===== config.mk =====
export PLATFORM = sky130hd
export DESIGN_NAME = mem_port_arbiter
export DESIGN_NICKNAME = d
export VERILOG_FILES = /design/src/rtl/mem_port_arbiter.sv
export SDC_FILE = /design/constraint.sdc
export NUM_CORES = 1
export LEC_CHECK = 0
export CELL_PAD_IN_SITES_DETAIL_PLACEMENT = 0
export CELL_PAD_IN_SITES_GLOBAL_PLACEMENT = 1
export CORE_ASPECT_RATIO = 1.75
export CORE_MARGIN = 1
export CORE_UTILIZATION = 12
export DETAILED_ROUTE_END_ITERATION = 16
export PLACE_DENSITY_LB_ADDON = 0.1
export SLEW_MARGIN = 25
export SYNTH_ARGS = -nofsm -noshare
export SYNTH_HDL_FRONTEND = slang
export SYNTH_SLANG_ARGS = --single-unit

===== constraint.sdc =====
create_clock -name clk_i -period 3.4 [get_ports clk_i]
set_input_delay 1.02 -clock clk_i [delete_from_list [all_inputs] [get_ports clk_i]]
set_output_delay 1.02 -clock clk_i [all_outputs]
set_load 0.03 [all_outputs]

===== src/rtl/mem_port_arbiter.sv =====
// Shares one memory port between instruction fetch and load/store, with one outstanding transaction.
// Define ARB_RR_EN for round-robin arbitration; the default is data-first priority with fetch starvation relief.
module mem_port_arbiter #(
   parameter int unsigned WORD_SIZE  = 32,
   parameter int unsigned ADDR_WIDTH = 32,
   parameter int unsigned MAX_WAIT   = 4
) (
   input  logic                  clk_i,
   input  logic                  rst_ni,
   input  logic                  if_req_i,
   input  logic [ADDR_WIDTH-1:0] if_addr_i,
   output logic                  if_gnt_o,
   output logic                  if_rvalid_o,
   output logic [WORD_SIZE-1:0]  if_rdata_o,
   input  logic                  d_req_i,
   input  logic                  d_we_i,
   input  logic [ADDR_WIDTH-1:0] d_addr_i,
   input  logic [WORD_SIZE-1:0]  d_wdata_i,
   output logic                  d_gnt_o,
   output logic                  d_rvalid_o,
   output logic [WORD_SIZE-1:0]  d_rdata_o,
   output logic                  mem_req_o,
   output logic                  mem_we_o,
   output logic [ADDR_WIDTH-1:0] mem_addr_o,
   output logic [WORD_SIZE-1:0]  mem_wdata_o,
   input  logic                  mem_rvalid_i,
   input  logic [WORD_SIZE-1:0]  mem_rdata_i
);

   typedef enum logic [1:0] {
      IDLE   = 2'd0,
      WAIT_I = 2'd1,
      WAIT_D = 2'd2
   } state_t;

   state_t r_state;
   state_t w_state_nxt;
   logic   w_fetch_wins;
   logic   w_gnt_i;
   logic   w_gnt_d;

`ifdef ARB_RR_EN
   // r_last_d = 1 when data owned the previous grant; reset value means "fetch".
   logic r_last_d;

   always_comb begin
      w_fetch_wins = if_req_i && (!d_req_i || r_last_d);
   end

   always_ff @(posedge clk_i or negedge rst_ni) begin
      if (!rst_ni) begin
         r_last_d <= 1'b0;
      end else if (w_gnt_i || w_gnt_d) begin
         r_last_d <= w_gnt_d;
      end
   end
`else
   logic [3:0] r_starve;

   always_comb begin
      w_fetch_wins = if_req_i && (!d_req_i || (r_starve >= 4'(MAX_WAIT)));
   end

   always_ff @(posedge clk_i or negedge rst_ni) begin
      if (!rst_ni) begin
         r_starve <= '0;
      end else if (r_state == IDLE) begin
         if (if_req_i && !w_fetch_wins) begin
            r_starve <= (r_starve == 4'hF) ? r_starve : r_starve + 4'd1;
         end else begin
            r_starve <= '0;
         end
      end
   end
`endif

   always_ff @(posedge clk_i or negedge rst_ni) begin
      if (!rst_ni) begin
         r_state <= IDLE;
      end else begin
         r_state <= w_state_nxt;
      end
   end

   // Every output is qualified by rst_ni so the port is silent while reset is held.
   always_comb begin
      w_state_nxt = r_state;
      w_gnt_i     = 1'b0;
      w_gnt_d     = 1'b0;
      if_rvalid_o = 1'b0;
      d_rvalid_o  = 1'b0;
      case (r_state)
         IDLE: begin
            w_gnt_i = rst_ni && w_fetch_wins;
            w_gnt_d = rst_ni && d_req_i && !w_fetch_wins;
            if (w_gnt_i) begin
               w_state_nxt = WAIT_I;
            end else if (w_gnt_d) begin
               w_state_nxt = WAIT_D;
            end
         end
         WAIT_I: begin
            if (mem_rvalid_i) begin
               if_rvalid_o = rst_ni;
               w_state_nxt = IDLE;
            end
         end
         WAIT_D: begin
            if (mem_rvalid_i) begin
               d_rvalid_o  = rst_ni;
               w_state_nxt = IDLE;
            end
         end
         default: w_state_nxt = IDLE;
      endcase

      if_gnt_o    = w_gnt_i;
      d_gnt_o     = w_gnt_d;
      mem_req_o   = w_gnt_i || w_gnt_d;
      mem_we_o    = w_gnt_d && d_we_i;
      mem_addr_o  = '0;
      mem_wdata_o = '0;
      if (w_gnt_d) begin
         mem_addr_o  = d_addr_i;
         mem_wdata_o = d_wdata_i;
      end else if (w_gnt_i) begin
         mem_addr_o  = if_addr_i;
      end
      if_rdata_o = rst_ni ? mem_rdata_i : '0;
      d_rdata_o  = rst_ni ? mem_rdata_i : '0;
   end

endmodule


Yosys cells after proc, flatten, opt, wreduce, memory -nomap -nowiden
Index checks and enable logic that the tools add are counted.
Word-level totals
  bits in registers: 6
  logic and storage cells: 39
Cells by class
  equal/unequal tests: 6
  magnitude comparators: 1
  $add $sub $neg: 1
  reduce and logical (&&, ||, !) cells: 14
  mux-type cells: 15
Operator list (count)
  2-to-1 mux 32 bit: 4
  2-to-1 mux 4 bit: 2
  logical AND 1 bit: 6
  2-to-1 mux 2 bit: 3
  2-to-1 mux 1 bit: 5
  adder 4 x 1 -> 4 bit, second input constant: 1
  equality test 4 bit, second input constant: 1
  greater-or-equal comparator 4 x 3 -> 1 bit, second input constant: 1
  one-hot mux 2 bit (2 select lines): 1
  AND reduction 2 bit: 2
  != test 3 x 1 -> 1 bit, second input constant: 1
  equality test 2 x 1 -> 1 bit, second input constant: 1
  equality test 2 bit, second input constant: 1
  zero test 1 bit: 2
  zero test 2 bit: 1
  logical OR 1 bit: 2
  != test 2 x 1 -> 1 bit, second input constant: 1
  != test 2 bit, second input constant: 1
  OR reduction 2 bit: 1

Depth between registers and ports, before layout
  depth after elaboration: 8
  mapped depth: 8
  depth with buffers taken out: 5

Least setup slack after synthesis
No wires, ideal clock.
  path type: input to output
  start: in if_req_i
  end: out mem_wdata_o[13]
  setup slack: 0.193 ns
  data arrival time: 2.187 ns
  data required time: 2.380 ns
  stages on the path: 5
  path buffers: 2
  cells stage by stage: o21ai_1 -> and4_1 -> buf_2 -> clkbuf_1 -> and2_1
Between the ends
  word-level cells in the longest chain between the ends: 5
Ends and longest elaborated chain
  from (decl): line 10  | input logic if_req_i,
  logical AND 1 bit: line 61  | w_fetch_wins = if_req_i && (!d_req_i || (r_starve >= 4'(MAX_WAIT)));
  zero test 1 bit: line 95  | w_gnt_d = rst_ni && d_req_i && !w_fetch_wins;
  logical AND 1 bit: line 95
  2-to-1 mux 1 bit: line 92  | case (r_state)
  named net d_gnt_o: line 19  | output logic d_gnt_o,
  2-to-1 mux 32 bit: line 123  | if (w_gnt_d) begin
  to (decl): line 25  | output logic [WORD_SIZE-1:0] mem_wdata_o,
The timed path passes the listed nets, and every way through them passes these cells.

Worst setup path in the final report
  start: in d_req_i
  end: out mem_addr_o[11]
Between the ends
  word-level cells in the longest chain between the ends: 7
  elaborated cells on any way between the ends: 11
Ends and longest elaborated chain
  from (decl): line 15  | input logic d_req_i,
  zero test 1 bit: line 61
  logical OR 1 bit: line 61
  logical AND 1 bit: line 61
  logical AND 1 bit or zero test 1 bit (tied branches): line 94, 95
  2-to-1 mux 1 bit or logical AND 1 bit (tied branches): line 92, 95
  2-to-1 mux 32 bit or 2-to-1 mux 1 bit (tied branches): line 126, 92
  2-to-1 mux 32 bit (*): line 123
  to (decl): line 24  | output logic [ADDR_WIDTH-1:0] mem_addr_o,
Mark *: on every way between the ends. The rest lies on a longest branch, timed or not.

==> qor.csv <==
metric;value;unit
core area;11200;sq um
final cell count without fillers;550;
Setup Skew;2.01;ps
Remaining DRCs;0;
post-synthesis sequential area ratio;0.107;
Die Y;145;microns
vias in the first global route;2106;
Synth cell types;28;
Sink Count;6;
Initial Util;0.125;
initial antenna violation count;0;
crit path kind;input port to output pin;
Req. time, crit path;2380;ps
Clk pin slew, worst setup/hold paths;30;ps
complex-gate fraction of the synthesized area;0.254;
Worst slew margin;0.749;
vias per cell;3.99;
logic gate share of total power;0.760;
Hold WS;481;ps
post-synthesis adder-cell area fraction;0.0357;
cell area after synthesis;1400;sq um
final hold vios;0;
Ys Warns;0;
initial drt markers;23;
post-layout util;0.338;
outcome;finished clean;
cts bufs inserted;3;
Setup violations, final;0;
fin. max-slew vios;0;
total number of vias;2193;
layout cells sized above 1;0.368;
row count;51;
CTS H-tree depth;1;
Internal;0.661;mW
Mean Syn Cell Area;7.62;sq um
Die Area;12100;sq um
crit share post-route;0.965;
Worst setup EP type;output pin;
nets;558;
register bit total from synthesis;6;
Psw;0.544;mW
pwr/cell area;317;nW/um^2
Post-CTS Hold Buffers;0;
switching share of power;0.452;
num ports;268;
Fmax;305;MHz
CTS tree;built;
final wirelength;8330;microns
Post-Synth Simple-Gate Area;0.344;
critical-path maximum fanout;9;
RSZ-0062 raised after global routing;false;
global placement routability congestion;0.788;
Worst Hold Class;register to register;
DRT antenna net count;0;
total of max-cap violations;0;
maximum vdd drop;0.000236;V
largest family of logic cells by synthesized area;simple AND/OR/NAND/NOR gates;
Die Width;83.7;microns
dpl cells;545;
post-route worst setup slack;117;ps
XOR/XNOR share of the synthesized area;0;
first-pass GRT wire length;12300;microns
worst skew pair latency;230;ps
GR Overflow Total;0;
Worst EP arrival;2260;ps
crit path launch type;input port;
clock power share;0.158;
clk root buf;clkbuf_16;
worst slew pin tran;376;ps
# diodes;0;
P&R area growth vs syn;171;%
clock period minus worst slack;3280;ps
router iterations before antenna repair;6;
largest net degree at the start of global routing;37;
Setup WS pre-CTS;-260;ps
power consumption;1.20;mW
Seq pwr share;0.082;
mux cell area share after synthesis;0.00714;
Post-Syn Instances;184;
Max Buffers Root-to-Sink;2;
GRT Overall Usage;0.129;
Post-Syn Nets;322;
port bufs;267;
leak pwr;1.81;nW
WL per Instance;15.1;microns
post-DP HPWL;7090;microns
## cells in the mapped netlist
master    number  area [sq um]
and2_1        65           407
buf_4         35           263
a22o_1        32           280
dfrtp_1        6           150
buf_2          5          25.0
inv_1          5          18.8
clkbuf_1       4          15.0
ha_1           4          50.1
nand2_1        4          15.0
and3_1         2          12.5
buf_6          2          22.5
clkbuf_2       2          10.0
nand3_1        2          10.0
o22ai_1        2          12.5
a211oi_4       1          20.0
a31oi_1        1          6.26
a32o_1         1          10.0
a41oi_1        1          8.76
and4_1         1          8.76
mux2i_1        1          10.0
nand2b_1       1          6.26
nand4_1        1          6.26
nor2_1         1          3.75
nor2b_1        1          6.26
o21a_1         1          7.51
o21ai_0        1          5.00
o21ai_1        1          5.00
or2_2          1          6.26
## kinds of logic after synthesis
kind of cell | Yosys count
buf+inv | 53
simple gates | 79
fa+ha+maj | 4
flops | 6
mux | 1
compound gates | 41
## power by group through the flow
stage | combinational [mW] | sequential [mW] | clock, mW
after CTS | 0.929 | 0.0994 | 0.196
after global routing | 0.972 | 0.101 | 0.201
after floorplan | 0.526 | 0.0959 | 0
final | 0.916 | 0.0987 | 0.190
after global placement | 0.920 | 0.0994 | 0
after detailed placement | 0.914 | 0.100 | 0
## flip-flops by register name, summed over array words and instances, names as in the netlist
name      flops
r_starve      4
r_state       2
## worst max-delay path: stages
cell           delay (ps)
dlygate4sd2_1         260
buf_4                 150
a211oi_4              190
buf_6                 160
buf_4                 180
a22o_1                150
buf_4                 160
## layout by cell type, fill, tap and decap left out, types with 2 or more instances in the layout
cell type,n
buf_6,2
clkdlybuf4s50_1,130
clkbuf_16,3
ha_1,4
buf_12,3
dlygate4sd2_1,2
nand3_1,2
inv_1,5
and3_1,2
and2_1,65
o22ai_1,2
dfrtp_1,6
a22o_1,32
buf_4,140
nand2_1,3
## repair_timing
action | 4_1_cts | 5_1_grt
gates cloned | 1 | 0
buffers inserted | 1 | 0
hold endpoints to repair | 0 | 0
endpoints found under the setup margin | 67 | 41
gates resized for setup | 6 | 3
pin swaps | 1 | 1
## worst paths after layout
kind	start	endpoint	slack [ps]	cells after the start
max in group asynchronous	rst_ni	r_starve[1]$_DFFE_PN0P_	2190	2
setup reg to reg	r_state[1]$_DFFE_PN0P_	r_state[0]$_DFFE_PN0P_	1640	7
min in group asynchronous	rst_ni	r_starve[2]$_DFFE_PN0P_	920	2
setup / recovery	d_req_i	mem_addr_o[11]	120	7
hold / removal	r_starve[0]$_DFFE_PN0P_	r_starve[0]$_DFFE_PN0P_	480	1
hold reg to reg	r_starve[0]$_DFFE_PN0P_	r_starve[0]$_DFFE_PN0P_	480	1
## area by class of cell
cell class	count	area (sq um)
repair buffers	279	2480
multi-input cells	125	901
flip-flops and latches	6	150
well taps	132	165
fillers	1170	7440
clock buffers	3	75.1
inverters	5	18.8
## metal layers
metal  global-route usage  share of wire  up-vias
met5                    0              0        -
met4               0.0237          0.012        0
met3               0.0319           0.10        6
met2                0.285           0.61      159
met1                0.108           0.28      964
li1                     -              -     1064
## metrics by stage
step	TNS, ps	area, sq um
5_1_grt	0	3790
3_5_place_dp	-12280	3680
6_report	0	3790
3_3_place_gp	-10420	3680
4_1_cts	0	3800
2_1_floorplan	0	1400
Power figures use the tool's default switching activity.
